===== src/rtl/simplebus_pkt_gate_if.sv =====
// SimpleBus register-access interface for simplebus_pkt_gate.
// Carries the one-cycle command strobe, the write/read select, the address,
// the write data and the registered read data.
//   master : drives bus_cmd_valid/bus_op/bus_addr/bus_wr_data, samples bus_rd_data
//   slave  : samples the command signals, drives bus_rd_data
interface simplebus_pkt_gate_if;
  logic        bus_cmd_valid;
  logic        bus_op;
  logic [15:0] bus_addr;
  logic [15:0] bus_wr_data;
  logic [15:0] bus_rd_data;

  modport master (
    output bus_cmd_valid,
    output bus_op,
    output bus_addr,
    output bus_wr_data,
    input  bus_rd_data
  );

  modport slave (
    input  bus_cmd_valid,
    input  bus_op,
    input  bus_addr,
    input  bus_wr_data,
    output bus_rd_data
  );
endinterface


===== src/rtl/simplebus_pkt_gate.sv =====
// Byte-stream frame gate with a SimpleBus register slave.
// Frames (maximal runs of rx_dv=1) are either forwarded whole or dropped
// whole, depending on pass_en sampled at the frame's first byte. Forwarded
// bytes are optionally XOR-masked and appear on txd/tx_en LAT cycles later.
// Ports:
//   clk    - clock, everything on posedge
//   rst_n  - asynchronous active-low reset
//   bus    - SimpleBus slave: CTRL(0x0) MASK(0x1) FRM_CNT(0x2) BYTE_CNT(0x3)
//   rxd    - input byte
//   rx_dv  - input byte valid
//   txd    - output byte (0 when not valid)
//   tx_en  - output byte valid
module simplebus_pkt_gate #(
  parameter int LAT   = 2,
  parameter int CNT_W = 16
) (
  input  logic                        clk,
  input  logic                        rst_n,
  simplebus_pkt_gate_if.slave         bus,
  input  logic [7:0]                  rxd,
  input  logic                        rx_dv,
  output logic [7:0]                  txd,
  output logic                        tx_en
);

  typedef enum logic [1:0] {
    IDLE = 2'd0,
    FWD  = 2'd1,
    DROP = 2'd2
  } state_t;

  state_t state, state_next;

  // Configuration registers
  logic       pass_en;
  logic       xor_en;
  logic [7:0] mask;

  // Per-frame snapshot of the masking configuration
  logic       xor_s;
  logic [7:0] mask_s;

  logic [CNT_W-1:0] frm_cnt;
  logic [CNT_W-1:0] byte_cnt;

  // rx_dv_q resets to 1 so a frame already running at reset release is not
  // mistaken for a frame start.
  logic rx_dv_q;

  logic       frame_start;
  logic       fwd_byte;
  logic       frame_done;
  logic       xor_eff;
  logic [7:0] mask_eff;
  logic [7:0] d_in;

  logic        wr_en;
  logic        rd_en;
  logic [15:0] rd_mux;

  logic [7:0] pipe_d [LAT];
  logic       pipe_v [LAT];

  // Upper write-data bits have no register backing.
  logic unused_wr_bits;
  assign unused_wr_bits = &{1'b0, bus.bus_wr_data[15:8]};

  assign wr_en = bus.bus_cmd_valid &  bus.bus_op;
  assign rd_en = bus.bus_cmd_valid & ~bus.bus_op;

  assign frame_start = rx_dv & ~rx_dv_q;

  // ---------------------------------------------------------------------------
  // Frame FSM
  // ---------------------------------------------------------------------------
  always_ff @(posedge clk or negedge rst_n) begin
    if (!rst_n) begin
      state <= IDLE;
    end else begin
      state <= state_next;
    end
  end

  always_comb begin
    state_next = state;
    fwd_byte   = 1'b0;
    frame_done = 1'b0;
    case (state)
      IDLE: begin
        if (frame_start) begin
          state_next = pass_en ? FWD : DROP;
          fwd_byte   = pass_en;
        end
      end
      FWD: begin
        if (rx_dv) begin
          fwd_byte = 1'b1;
        end else begin
          state_next = IDLE;
          frame_done = 1'b1;
        end
      end
      DROP: begin
        if (!rx_dv) begin
          state_next = IDLE;
        end
      end
      default: state_next = IDLE;
    endcase
  end

  // The start byte uses the live register values (the snapshot is only
  // captured at that same edge); later bytes use the snapshot.
  always_comb begin
    xor_eff  = frame_start ? xor_en : xor_s;
    mask_eff = frame_start ? mask   : mask_s;
    d_in     = 8'h00;
    if (fwd_byte) begin
      d_in = xor_eff ? (rxd ^ mask_eff) : rxd;
    end
  end

  always_ff @(posedge clk or negedge rst_n) begin
    if (!rst_n) begin
      rx_dv_q <= 1'b1;
      xor_s   <= 1'b0;
      mask_s  <= 8'h00;
    end else begin
      rx_dv_q <= rx_dv;
      if (frame_start) begin
        xor_s  <= xor_en;
        mask_s <= mask;
      end
    end
  end

  // ---------------------------------------------------------------------------
  // Output pipeline: LAT stages, stage LAT-1 drives the outputs
  // ---------------------------------------------------------------------------
  for (genvar gi = 0; gi < LAT; gi++) begin : g_pipe
    always_ff @(posedge clk or negedge rst_n) begin
      if (!rst_n) begin
        pipe_d[gi] <= 8'h00;
        pipe_v[gi] <= 1'b0;
      end else if (gi == 0) begin
        pipe_d[gi] <= d_in;
        pipe_v[gi] <= fwd_byte;
      end else begin
        pipe_d[gi] <= pipe_d[(gi == 0) ? 0 : gi - 1];
        pipe_v[gi] <= pipe_v[(gi == 0) ? 0 : gi - 1];
      end
    end
  end

  assign txd   = pipe_d[LAT-1];
  assign tx_en = pipe_v[LAT-1];

  // ---------------------------------------------------------------------------
  // Register file and counters
  // ---------------------------------------------------------------------------
  always_ff @(posedge clk or negedge rst_n) begin
    if (!rst_n) begin
      pass_en <= 1'b1;
      xor_en  <= 1'b0;
      mask    <= 8'h00;
    end else if (wr_en) begin
      case (bus.bus_addr)
        16'h0000: begin
          pass_en <= bus.bus_wr_data[0];
          xor_en  <= bus.bus_wr_data[1];
        end
        16'h0001: mask <= bus.bus_wr_data[7:0];
        default: ;
      endcase
    end
  end

  // A clearing write takes priority over a same-cycle increment.
  always_ff @(posedge clk or negedge rst_n) begin
    if (!rst_n) begin
      frm_cnt  <= '0;
      byte_cnt <= '0;
    end else begin
      if (wr_en && bus.bus_addr == 16'h0002) begin
        frm_cnt <= '0;
      end else if (frame_done) begin
        frm_cnt <= frm_cnt + CNT_W'(1);
      end
      if (wr_en && bus.bus_addr == 16'h0003) begin
        byte_cnt <= '0;
      end else if (fwd_byte) begin
        byte_cnt <= byte_cnt + CNT_W'(1);
      end
    end
  end

  always_comb begin
    rd_mux = 16'h0000;
    case (bus.bus_addr)
      16'h0000: rd_mux = {14'h0000, xor_en, pass_en};
      16'h0001: rd_mux = {8'h00, mask};
      16'h0002: rd_mux = 16'(frm_cnt);
      16'h0003: rd_mux = 16'(byte_cnt);
      default:  rd_mux = 16'h0000;
    endcase
  end

  // Read data is valid for exactly the cycle after the read command.
  always_ff @(posedge clk or negedge rst_n) begin
    if (!rst_n) begin
      bus.bus_rd_data <= 16'h0000;
    end else begin
      bus.bus_rd_data <= rd_en ? rd_mux : 16'h0000;
    end
  end

endmodule

===== src/flat_wrapper.sv =====
// flat-port wrapper written by rule: the top's interface ports become plain ports
module simplebus_pkt_gate_flat 
#(
  parameter int LAT   = 2,
  parameter int CNT_W = 16
)
  (clk, rst_n, rxd, rx_dv, txd, tx_en, bus_bus_cmd_valid, bus_bus_op, bus_bus_addr, bus_bus_wr_data, bus_bus_rd_data);
  simplebus_pkt_gate_if bus_i ();
  input  logic clk;
  input  logic rst_n;
  input  logic [7:0] rxd;
  input  logic rx_dv;
  output logic [7:0] txd;
  output logic tx_en;
  input wire logic [$bits(bus_i.bus_cmd_valid)-1:0] bus_bus_cmd_valid;
  input wire logic [$bits(bus_i.bus_op)-1:0] bus_bus_op;
  input wire logic [$bits(bus_i.bus_addr)-1:0] bus_bus_addr;
  input wire logic [$bits(bus_i.bus_wr_data)-1:0] bus_bus_wr_data;
  output wire logic [$bits(bus_i.bus_rd_data)-1:0] bus_bus_rd_data;
  assign bus_i.bus_cmd_valid = bus_bus_cmd_valid;
  assign bus_i.bus_op = bus_bus_op;
  assign bus_i.bus_addr = bus_bus_addr;
  assign bus_i.bus_wr_data = bus_bus_wr_data;
  assign bus_bus_rd_data = bus_i.bus_rd_data;
  simplebus_pkt_gate #(.LAT(LAT), .CNT_W(CNT_W)) u_core (.clk(clk), .rst_n(rst_n), .bus(bus_i), .rxd(rxd), .rx_dv(rx_dv), .txd(txd), .tx_en(tx_en));
endmodule

===== config.mk =====
export PLATFORM = sky130hd
export DESIGN_NAME = simplebus_pkt_gate_flat
export DESIGN_NICKNAME = d
export VERILOG_FILES = /design/src/rtl/simplebus_pkt_gate_if.sv /design/src/rtl/simplebus_pkt_gate.sv /design/src/flat_wrapper.sv
export SDC_FILE = /design/constraint.sdc
export NUM_CORES = 1
export LEC_CHECK = 0
export ABC_AREA = 1
export BUFFER_PORTS_ARGS = -buffer_cell sky130_fd_sc_hd__buf_4
export CAP_MARGIN = 25
export CORE_UTILIZATION = 51
export DETAILED_ROUTE_END_ITERATION = 8
export PLACE_DENSITY = 0.84
export SYNTH_ARGS = -nofsm -noshare
export SYNTH_HDL_FRONTEND = slang
export SYNTH_SLANG_ARGS = --single-unit

===== constraint.sdc =====
create_clock -name clk -period 1.4 [get_ports clk]
set_clock_uncertainty 0.1 [all_clocks]
set_input_delay 0 -clock clk [delete_from_list [all_inputs] [get_ports clk]]
set_output_delay 0 -clock clk [all_outputs]
set_load 0.1 [all_outputs]

==> reports/metrics.cfg, run 1 <==
[setup_path]
r2r_end=u_core.byte_cnt[14]
critPathCaptureType=flop
crit_path_max_fanout=6
arrival_ns=1.88
worstPathRequired_ns=1.57
startpoint_type=flop
ff2ff_setup_slack_ns=-0.31
critical_path_class=reg -> reg
reg2reg_depth=7
r2r-start=u_core.byte_cnt[7]

[clock_tree]
clk_latency_ns=0.38
clock-sinks=88
clk_pin_slew_ns=0.09
cts_max_level=3
root_buffer=clkbuf_8
cts_buffers=9
cts_tree=yes
clk_path_buf_depth=2

[logic_synthesis]
synth_area_per_cell_sq_um=7.850
synthAdderAreaFrac_pct=1.157
ys_ff_latch=88
synth_top_area_share_pct=49.75
synth_largest_area_cell=dfrtp_1
synth_common_cells=nand2_1, nor2_1, dfrtp_1
synth_cells=551
synth.area.mux_share_pct=0
ys_seq_area_share_pct=50.97
yosysWarnings=0
async_reset_ff_share_pct=100.0
synth_xor_xnor_area_share_pct=2.430
synth.distinct_cells=29
synth_compound_area_share_pct=4.628
synth_area_leaders=dfrtp_1, nand2_1, nor2_1, nand3_1, inv_1
syn-num-nets=600
synth_ff_type=dfrtp_1
synth_top_family_by_area=simple AND/OR/NAND/NOR gates
synth_edf_count=0
syn-cell-area_sq_um=4325
post-synth-top-count-cell=nand2_1
synth-simple-area-share_pct=32.51

[timing]
slew_headroom_pct=71.42
fin_ws_ns=-0.3082
tns_ns=-8.468
rsz0062_at_grt=true
holdWs_ns=-0.005530
drv_slew=0
setup_violations=43
final-hold-violation-count=5
max_freq_mhz=585.4
tightest_slew_ns=0.4287
fin_crit_sh_pct=122.0
fin_crit_ns=1.708

[routing]
finalWirelength_um=12980
routed-via-count=4431
initialDrtViolationCount=398
drc_errors=0
wl_per_cell_um=16.41
first_pass_iters=6
viasPerCell=5.602
ant_nets=0

[pwr]
leakagePower_nw=3.145
power.density_nw_per_um2=1298
ir_drop_mv=0.8353

[hold_path]
hold_class=in -> async

[run_status]
outcome=finished, violations left
violations=negative hold slack, negative setup slack

[global_route]
grt_use_met2_pct=52.55
grt_max_degree=41
grtUsageTotal_pct=30.17
grt_pass1_vias=4339
gr-total-overflow=0
top_usage_layer=met2
antenna_found_initial=0
gr-usage-met1_pct=34.86
gr-usage-met3_pct=6.553
grt_pass1_wl_um=20090

[floorplanning]
initial_core_util_pct=52.64
fp.dieW_um=94.10
die_h_um=94.10
io_pins=70
core-area_sq_um=8217
die_area_sq_um=8854
rows=33

[place]
place_congestion=0.8999
dp_slack_ns=-0.2242
port_buffers=61
dp_hpwl_um=7692

[final_layout]
utilization_pct=72.93
nNetsFinal=730
n_antenna_cell=0
drive_above_1_share_pct=32.51
syn_to_final_growth_pct=38.53

[run]
cap_violations=0

per-stage QoR:
stage / hold slack [ns] / instances / power (W) / cell area, sq um
floorplan: -0.3956 / 551 / 0.004418 / 4382
global placement: -0.1327 / 744 / 0.005151 / 5194
detailed placement: -0.1277 / 744 / 0.005244 / 5194
CTS: 0.008392 / 790 / 0.007472 / 5856
global route: 0.03232 / 791 / 0.008078 / 5992
finish: -0.005530 / 791 / 0.007777 / 5992
repair_timing:
| item | 4_1_cts | 5_1_grt |
|---|---|---|
| resized for setup | 55 | 40 |
| endpoints found under the hold margin | 118 | 0 |
| hold buffers | 19 | 0 |
| setup buffers | 12 | 3 |
| pin swaps | 25 | 25 |
| setup endpoints to repair | 43 | 51 |
critical path, stage by stage, from the launching register on:
cell,delay [ns]
dfrtp_1,0.53
nand2_1,0.10
nor2_1,0.23
nand3b_1,0.17
nor2_4,0.23
nand3_2,0.11
nand2_1,0.09
nor2_1,0.04
kinds of logic after synthesis:
group / count (synthesis)
AOI/OAI and AO/OA: 38
xor gates and xnor gates: 12
adders and majority gates: 4
buffers and inverters: 83
DFF: 88
and+or+nand+nor: 326
where the power goes:
part / internal [W] / total [W] / switching [W] / leakage, nW
clock network: 0.000846 / 0.00186 / 0.00101 / 0.102
registers: 0.00285 / 0.00309 / 0.000239 / 1.12
logic: 0.00116 / 0.00283 / 0.00167 / 1.92
registers in the layout, indices dropped and copies added, names as in the netlist:
| name | count |
|---|---|
| u_core.rx_dv_q | 1 |
| u_core.tx_en | 1 |
| u_core.state | 2 |
| u_core.mask | 8 |
| u_core.byte_cnt | 16 |
| u_core.pass_en | 1 |
| u_core.pipe_v | 1 |
| u_core.mask_s | 8 |
| u_core.xor_s | 1 |
| u_core.txd | 8 |
| u_core.pipe_d | 8 |
| u_core.bus.bus_rd_data | 16 |
| u_core.frm_cnt | 16 |
| u_core.xor_en | 1 |
metal layers:
metal | part of all wire, % | routed length (um) | up-vias
met2 | 51 | 6602 | 288
met5 | 0 | 0 | -
met1 | 36 | 4721 | 2098
met3 | 8.3 | 1084 | 77
met4 | 4.4 | 575 | 0
li1 | - | - | 1968
cells in the final DEF (no fill, tap or decap), types with 3 or more instances in the layout:
master and instances:
clkbuf_8 9, nor2_4 14, buf_6 12, nor3_2 3, o21ai_0 11, nor2_1 70, buf_4 104, inv_2 8
nand2_2 16, xor2_1 11, a21oi_2 6, dlygate4sd3_1 19, nand2_1 132, nand2_4 7, inv_1 55, nor3_1 5
nand3_1 51, nor2_2 10, nand3_2 8, o21ai_1 10, a21oi_1 5, o21ai_2 4, dfrtp_1 86
worst max-delay path by stage:
stage,startpoint,end,slack [ns],cells past startpoint
2_1_floorplan,u_core.state[0],u_core.byte_cnt[11],-0.01,9
3_3_place_gp,u_core.state[1],u_core.frm_cnt[11],-0.13,8
3_5_place_dp,u_core.state[1],u_core.frm_cnt[11],-0.22,8
4_1_cts,u_core.state[0],u_core.byte_cnt[8],-0.23,11
5_1_grt,u_core.byte_cnt[7],u_core.byte_cnt[14],-0.40,7
6_report,u_core.byte_cnt[7],u_core.byte_cnt[14],-0.31,7
area by class of cell:
cell class | instances | area, sq um
clock inverters | 7 | 80.08
inverters | 66 | 259.0
clock buffers | 9 | 123.9
repair buffers | 136 | 1126
multi-input cells | 380 | 2067
well taps | 105 | 131.4
fillers | 524 | 2225
flip-flops and latches | 88 | 2205
(Power assumes the default switching activity.)
==> inputs of run 2 (changes only) <==
--- a/config.mk
+++ b/config.mk
@@ -11,6 +11,7 @@
 export CORE_UTILIZATION = 51
 export DETAILED_ROUTE_END_ITERATION = 8
 export PLACE_DENSITY = 0.84
+export RECOVER_POWER = 50
 export SYNTH_ARGS = -nofsm -noshare
 export SYNTH_HDL_FRONTEND = slang
 export SYNTH_SLANG_ARGS = --single-unit
==> run 2 against run 1 <==
  * The run ends with negative setup slack left
  * Clock power barely moved
  * Combinational power about the same
  * Via count rose by 0.11%
==> reports/metrics.cfg, run 2 (synthesized netlist as in run 1, its figures left out) <==
[floorplanning]
fp.dieW_um=94.10
core-area_sq_um=8217
io_pins=70
initial_core_util_pct=52.64
die_area_sq_um=8854
rows=33
die_h_um=94.10

[pwr]
leakagePower_nw=3.141
power.density_nw_per_um2=1299
p_int_w=0.004850
p_seq_share_pct=39.8
sw_frac_of_total_pct=37.60
power.share.clock_pct=23.8
ir_drop_mv=0.8310
p_switching_w=0.002922
p_comb_share_pct=36.3

[place]
place_area_sq_um=5194
place_congestion=0.8999
dp_hpwl_um=7692
port_buffers=61

[routing]
first_pass_iters=5
finalWirelength_um=12960
initialDrtViolationCount=406
drc_errors=0
ant_nets=0
highest_layer=met4
viasPerCell=5.608
met2WireLength_um=6588
wirelength_met1_um=4773
wl_per_cell_um=16.39
wl_met3_um=1010
routed-via-count=4436

[final_layout]
final_common_cell=nand2_1
n_antenna_cell=0
mostFrequentLayoutCells=nand2_1, buf_4, dfrtp_1
drive_above_1_share_pct=32.51
nNetsFinal=730
stdcell_area_sq_um=5981
syn_to_final_growth_pct=38.27
reg_top3=u_core.bus.bus_rd_data: 16 flops, u_core.byte_cnt: 16 flops, u_core.frm_cnt: 16 flops

[clock_tree]
cts_buffers=9
root_buffer=clkbuf_8
cts_tree=yes
cts_max_level=3
clock-sinks=88
clk_latency_ns=0.38
clk_path_buf_depth=2
clk_pin_slew_ns=0.10

[timing]
drv_slew=0
final-hold-violation-count=0
slew_headroom_pct=45.82
rsz0062_at_grt=true
fin_ws_ns=-0.3111
fin_crit_ns=1.711
max_freq_mhz=584.4
setup_violations=43
fin_crit_sh_pct=122.2
tightest_slew_ns=0.8128
holdWs_ns=0.02032

[global_route]
gr-total-overflow=0
grtUsageTotal_pct=30.17
grt_max_degree=41
grt_pass1_vias=4339
grt_pass1_wl_um=20090
antenna_found_initial=0

[setup_path]
critPathCaptureType=flop
reg2reg_depth=10
crit_path_max_fanout=8
arrival_ns=1.91
startpoint_type=flop
ff2ff_setup_slack_ns=-0.31
worstPathRequired_ns=1.60
r2r_end=u_core.byte_cnt[4]
r2r-start=u_core.state[0]
critical_path_class=reg -> reg

[hold_path]
hold_class=in -> reg
min_to=u_core.pass_en
min_path_cells=8
hp-start=bus_bus_addr[2]

[run_status]
outcome=finished, violations left
violations=negative setup slack

[run]
cap_violations=0

[run 2: power by group through the flow]
stage | combinational (W) | sequential, W | clock [W]
6_report | 0.00282 | 0.00309 | 0.00185
3_5_place_dp | 0.00213 | 0.00312 | 0
2_1_floorplan | 0.00124 | 0.00318 | 0
5_1_grt | 0.00299 | 0.00313 | 0.00196
4_1_cts | 0.00258 | 0.00306 | 0.00183
3_3_place_gp | 0.00205 | 0.00310 | 0
[run 2: per-layer routing]
| metal | up-vias | global-route usage (%) |
|---|---|---|
| li1 | 1972 | - |
| met1 | 2104 | 34.86 |
| met2 | 290 | 52.55 |
| met3 | 70 | 6.553 |
| met4 | 0 | 15.00 |
| met5 | - | 0 |
[run 2: final cells by class]
| cell class | count | area, sq um |
|---|---|---|
| sequential | 88 | 2205 |
| clock buffer | 9 | 123.9 |
| inverter | 66 | 259.0 |
| fill | 528 | 2236 |
| clock inverter | 7 | 80.08 |
| tap | 105 | 131.4 |
| multi-input combinational | 380 | 2067 |
| timing repair buffer | 136 | 1115 |
[run 2: worst max-delay path, cell delays in order, from the launching register on]
cell,delay [ns]
dfrtp_1,0.42
buf_6,0.13
ha_4,0.16
nand2_4,0.06
inv_4,0.03
nor2_4,0.25
buf_6,0.15
nor2_4,0.03
nand2_1,0.08
nand2_1,0.07
nor2_1,0.14
[run 2: through the flow]
| stage | setup WS (ns) | total power (W) | std cells | utilization (%) | setup TNS [ns] |
|---|---|---|---|---|---|
| after CTS | -0.2295 | 0.007472 | 790 | 71.27 | -6.215 |
| final | -0.3111 | 0.007771 | 791 | 72.79 | -8.637 |
| after global placement | -0.1259 | 0.005151 | 744 | 63.21 | -2.998 |
| after floorplan | -0.01130 | 0.004418 | 551 | - | -0.02594 |
| after global routing | -0.3954 | 0.008073 | 791 | 72.79 | -10.71 |
| after detailed placement | -0.2242 | 0.005244 | 744 | 63.21 | -5.854 |
[run 2: what timing repair did]
| action | in CTS | in global routing |
|---|---|---|
| setup endpoints to repair | 43 | 51 |
| resized for setup | 55 | 40 |
| gates cloned | 0 | 0 |
| pin swaps | 25 | 25 |
| setup buffers | 12 | 3 |
| hold endpoints to repair | 118 | 0 |
| hold buffers | 19 | 0 |
[run 2: worst max-delay path by stage]
stage / end / slack, ns / startpoint
4_1_cts: u_core.byte_cnt[8] / -0.23 / u_core.state[0]
2_1_floorplan: u_core.byte_cnt[11] / -0.01 / u_core.state[0]
5_1_grt: u_core.byte_cnt[14] / -0.40 / u_core.byte_cnt[7]
3_5_place_dp: u_core.frm_cnt[11] / -0.22 / u_core.state[1]
6_report: u_core.byte_cnt[4] / -0.31 / u_core.state[0]
3_3_place_gp: u_core.frm_cnt[11] / -0.13 / u_core.state[1]
==> inputs of run 3 (changes only) <==
--- a/config.mk
+++ b/config.mk
@@ -10,8 +10,10 @@
 export CAP_MARGIN = 25
 export CORE_UTILIZATION = 51
 export DETAILED_ROUTE_END_ITERATION = 8
+export HOLD_SLACK_MARGIN = 0.03
 export PLACE_DENSITY = 0.84
 export RECOVER_POWER = 50
 export SYNTH_ARGS = -nofsm -noshare
 export SYNTH_HDL_FRONTEND = slang
 export SYNTH_SLANG_ARGS = --single-unit
+export TNS_END_PERCENT = 20
==> run 3 against run 2 <==
  * The flow still finishes with violations (negative setup slack)
  * Worst hold slack improved by 0.091 ns
  * Critical path depth unchanged
  * Clock power increased by 8%
  * Sequential share of layout area increased by 0.53 points
  * Utilization decreased by 1.0 points
  * Fmax increased by 2.2%
==> reports/metrics.cfg, run 3 (synthesized netlist as in run 1, its figures left out) <==
[run_status]
violations=negative setup slack
outcome=finished, violations left

[floorplanning]
die_h_um=94.10
fp.dieW_um=94.10
io_pins=70
die_area_sq_um=8854
rows=33
core-area_sq_um=8217
initial_core_util_pct=52.64

[global_route]
grtUsageTotal_pct=29.63
grt_pass1_vias=4292
antenna_found_initial=0
grt_pass1_wl_um=19690
gr-total-overflow=0
grt_max_degree=54

[setup_path]
arrival_ns=1.84
critical_path_class=reg -> reg
max_stage_delay_ns=0.40
path_delay_family=simple AND/OR/NAND/NOR gates
crit_slowest_cell=dfrtp_1
startpoint=u_core.state[1]
worstPathRequired_ns=1.57
startpoint_type=flop
r2r-start=u_core.state[1]
crit_path_max_fanout=6
reg2reg_depth=10
critPathCaptureType=flop
path_depth=10
cp_num_buf_inv=3
crit_chain=inv_2 -> ha_4 -> nand2_4 -> inv_4 -> nor2_4 -> buf_12 -> nor2_4 -> nand2_2 -> nor2_2 -> nor2_1
cp_common_cell=nor2_4

[routing]
routed-via-count=4289
wl_met3_um=985
viasPerCell=5.422
drc_errors=0
highest_layer=met4
met2WireLength_um=6430
ant_nets=0
initialDrtViolationCount=444
finalWirelength_um=12430
wl_per_cell_um=15.72
wirelength_met1_um=4499
first_pass_iters=5

[timing]
rsz0062_at_grt=true
fin_ws_ns=-0.2746
max_freq_mhz=597.2
drv_slew=0
tightest_slew_ns=0.7400
fin_crit_ns=1.675
fin_crit_sh_pct=119.6
slew_headroom_pct=50.67
tns_ns=-6.284
final-hold-violation-count=0
setup_violations=43

[clock_tree]
clk_latency_ns=0.37
clk_path_buf_depth=2
cts_buffers=9
cts_tree=yes
clk_pin_slew_ns=0.10
root_buffer=clkbuf_8
clock-sinks=88
cts_max_level=3

[final_layout]
multi_input_area_sq_um=1974
final_common_cell=nand2_1
mostFrequentLayoutCells=nand2_1, buf_4, dfrtp_1
n_antenna_cell=0
seqCellArea_sq_um=2205
reg_top3=u_core.bus.bus_rd_data: 16 flops, u_core.byte_cnt: 16 flops, u_core.frm_cnt: 16 flops
n_fill_cell=530
syn_to_final_growth_pct=36.30
instances_no_fill=791
nNetsFinal=730
drive_above_1_share_pct=29.15

[place]
port_buffers=61
dp_hpwl_um=7672
place_inst=744
place_congestion=0.8829

[pwr]
power_w=0.007764
ir_drop_mv=0.7462
leakagePower_nw=3.100
power.density_nw_per_um2=1317

[hold_path]
hp-start=bus_bus_addr[2]
min_path_cells=6
hold_class=in -> reg

[run]
cap_violations=0

-- run 3: what timing repair did --
action,4_1_cts,5_1_grt
endpoints found under the hold margin,114,0
gates resized for setup,30,28
endpoints found under the setup margin,43,50
buffers inserted,6,4
pin swaps,21,14
hold buffers,21,0
-- run 3: worst min-delay path: cells and delay by family --
| kind | cells | cell delay (ns) |
|---|---|---|
| buffers and inverters | 1 | 0.10 |
| and+or+nand+nor | 5 | 0.44 |
-- run 3: per-layer routing --
layer / up-vias / GRT usage, %
li1: 1971 / -
met1: 2014 / 34.83
met2: 243 / 51.58
met3: 61 / 5.744
met4: 0 / 14.49
met5: - / 0
-- run 3: metrics by stage --
step           worst slack, ns  hold slack, ns  area [sq um]  util, %
4_1_cts                -0.2255         0.04472          5802    70.61
3_3_place_gp           -0.1334         -0.1162          5226    63.61
2_1_floorplan         -0.01130         -0.3956          4377        -
5_1_grt                -0.3509          0.1495          5896    71.75
6_report               -0.2746          0.1109          5896    71.75
3_5_place_dp           -0.2521         -0.1084          5226    63.61
-- run 3: where the power goes --
group | leakage (nW) | internal, W | total, W | switching [W]
combinational | 1.87 | 0.00108 | 0.00263 | 0.00155
sequential | 1.12 | 0.00285 | 0.00314 | 0.000284
clock | 0.106 | 0.00102 | 0.00200 | 0.000978
total | 3.10 | 0.00495 | 0.00776 | 0.00282
-- run 3: worst paths after layout --
kind	end	slack, ns
max in group asynchronous	u_core.bus.bus_rd_data[2]	0.13
worst max-delay path	u_core.byte_cnt[13]	-0.27
worst min register to register	u_core.txd[3]	0.26
min in group asynchronous	u_core.mask[1]	0.26
worst max register to register	u_core.byte_cnt[13]	-0.27
worst min-delay path	u_core.bus.bus_rd_data[12]	0.11
-- run 3: layout make-up --
type                    count  share of cell area [%]
well taps                 105                   2.228
clock inverters             7                   1.719
clock buffers               9                   2.101
repair buffers            136                   18.82
multi-input cells         380                   33.49
flip-flops and latches     88                   37.39
inverters                  66                   4.244
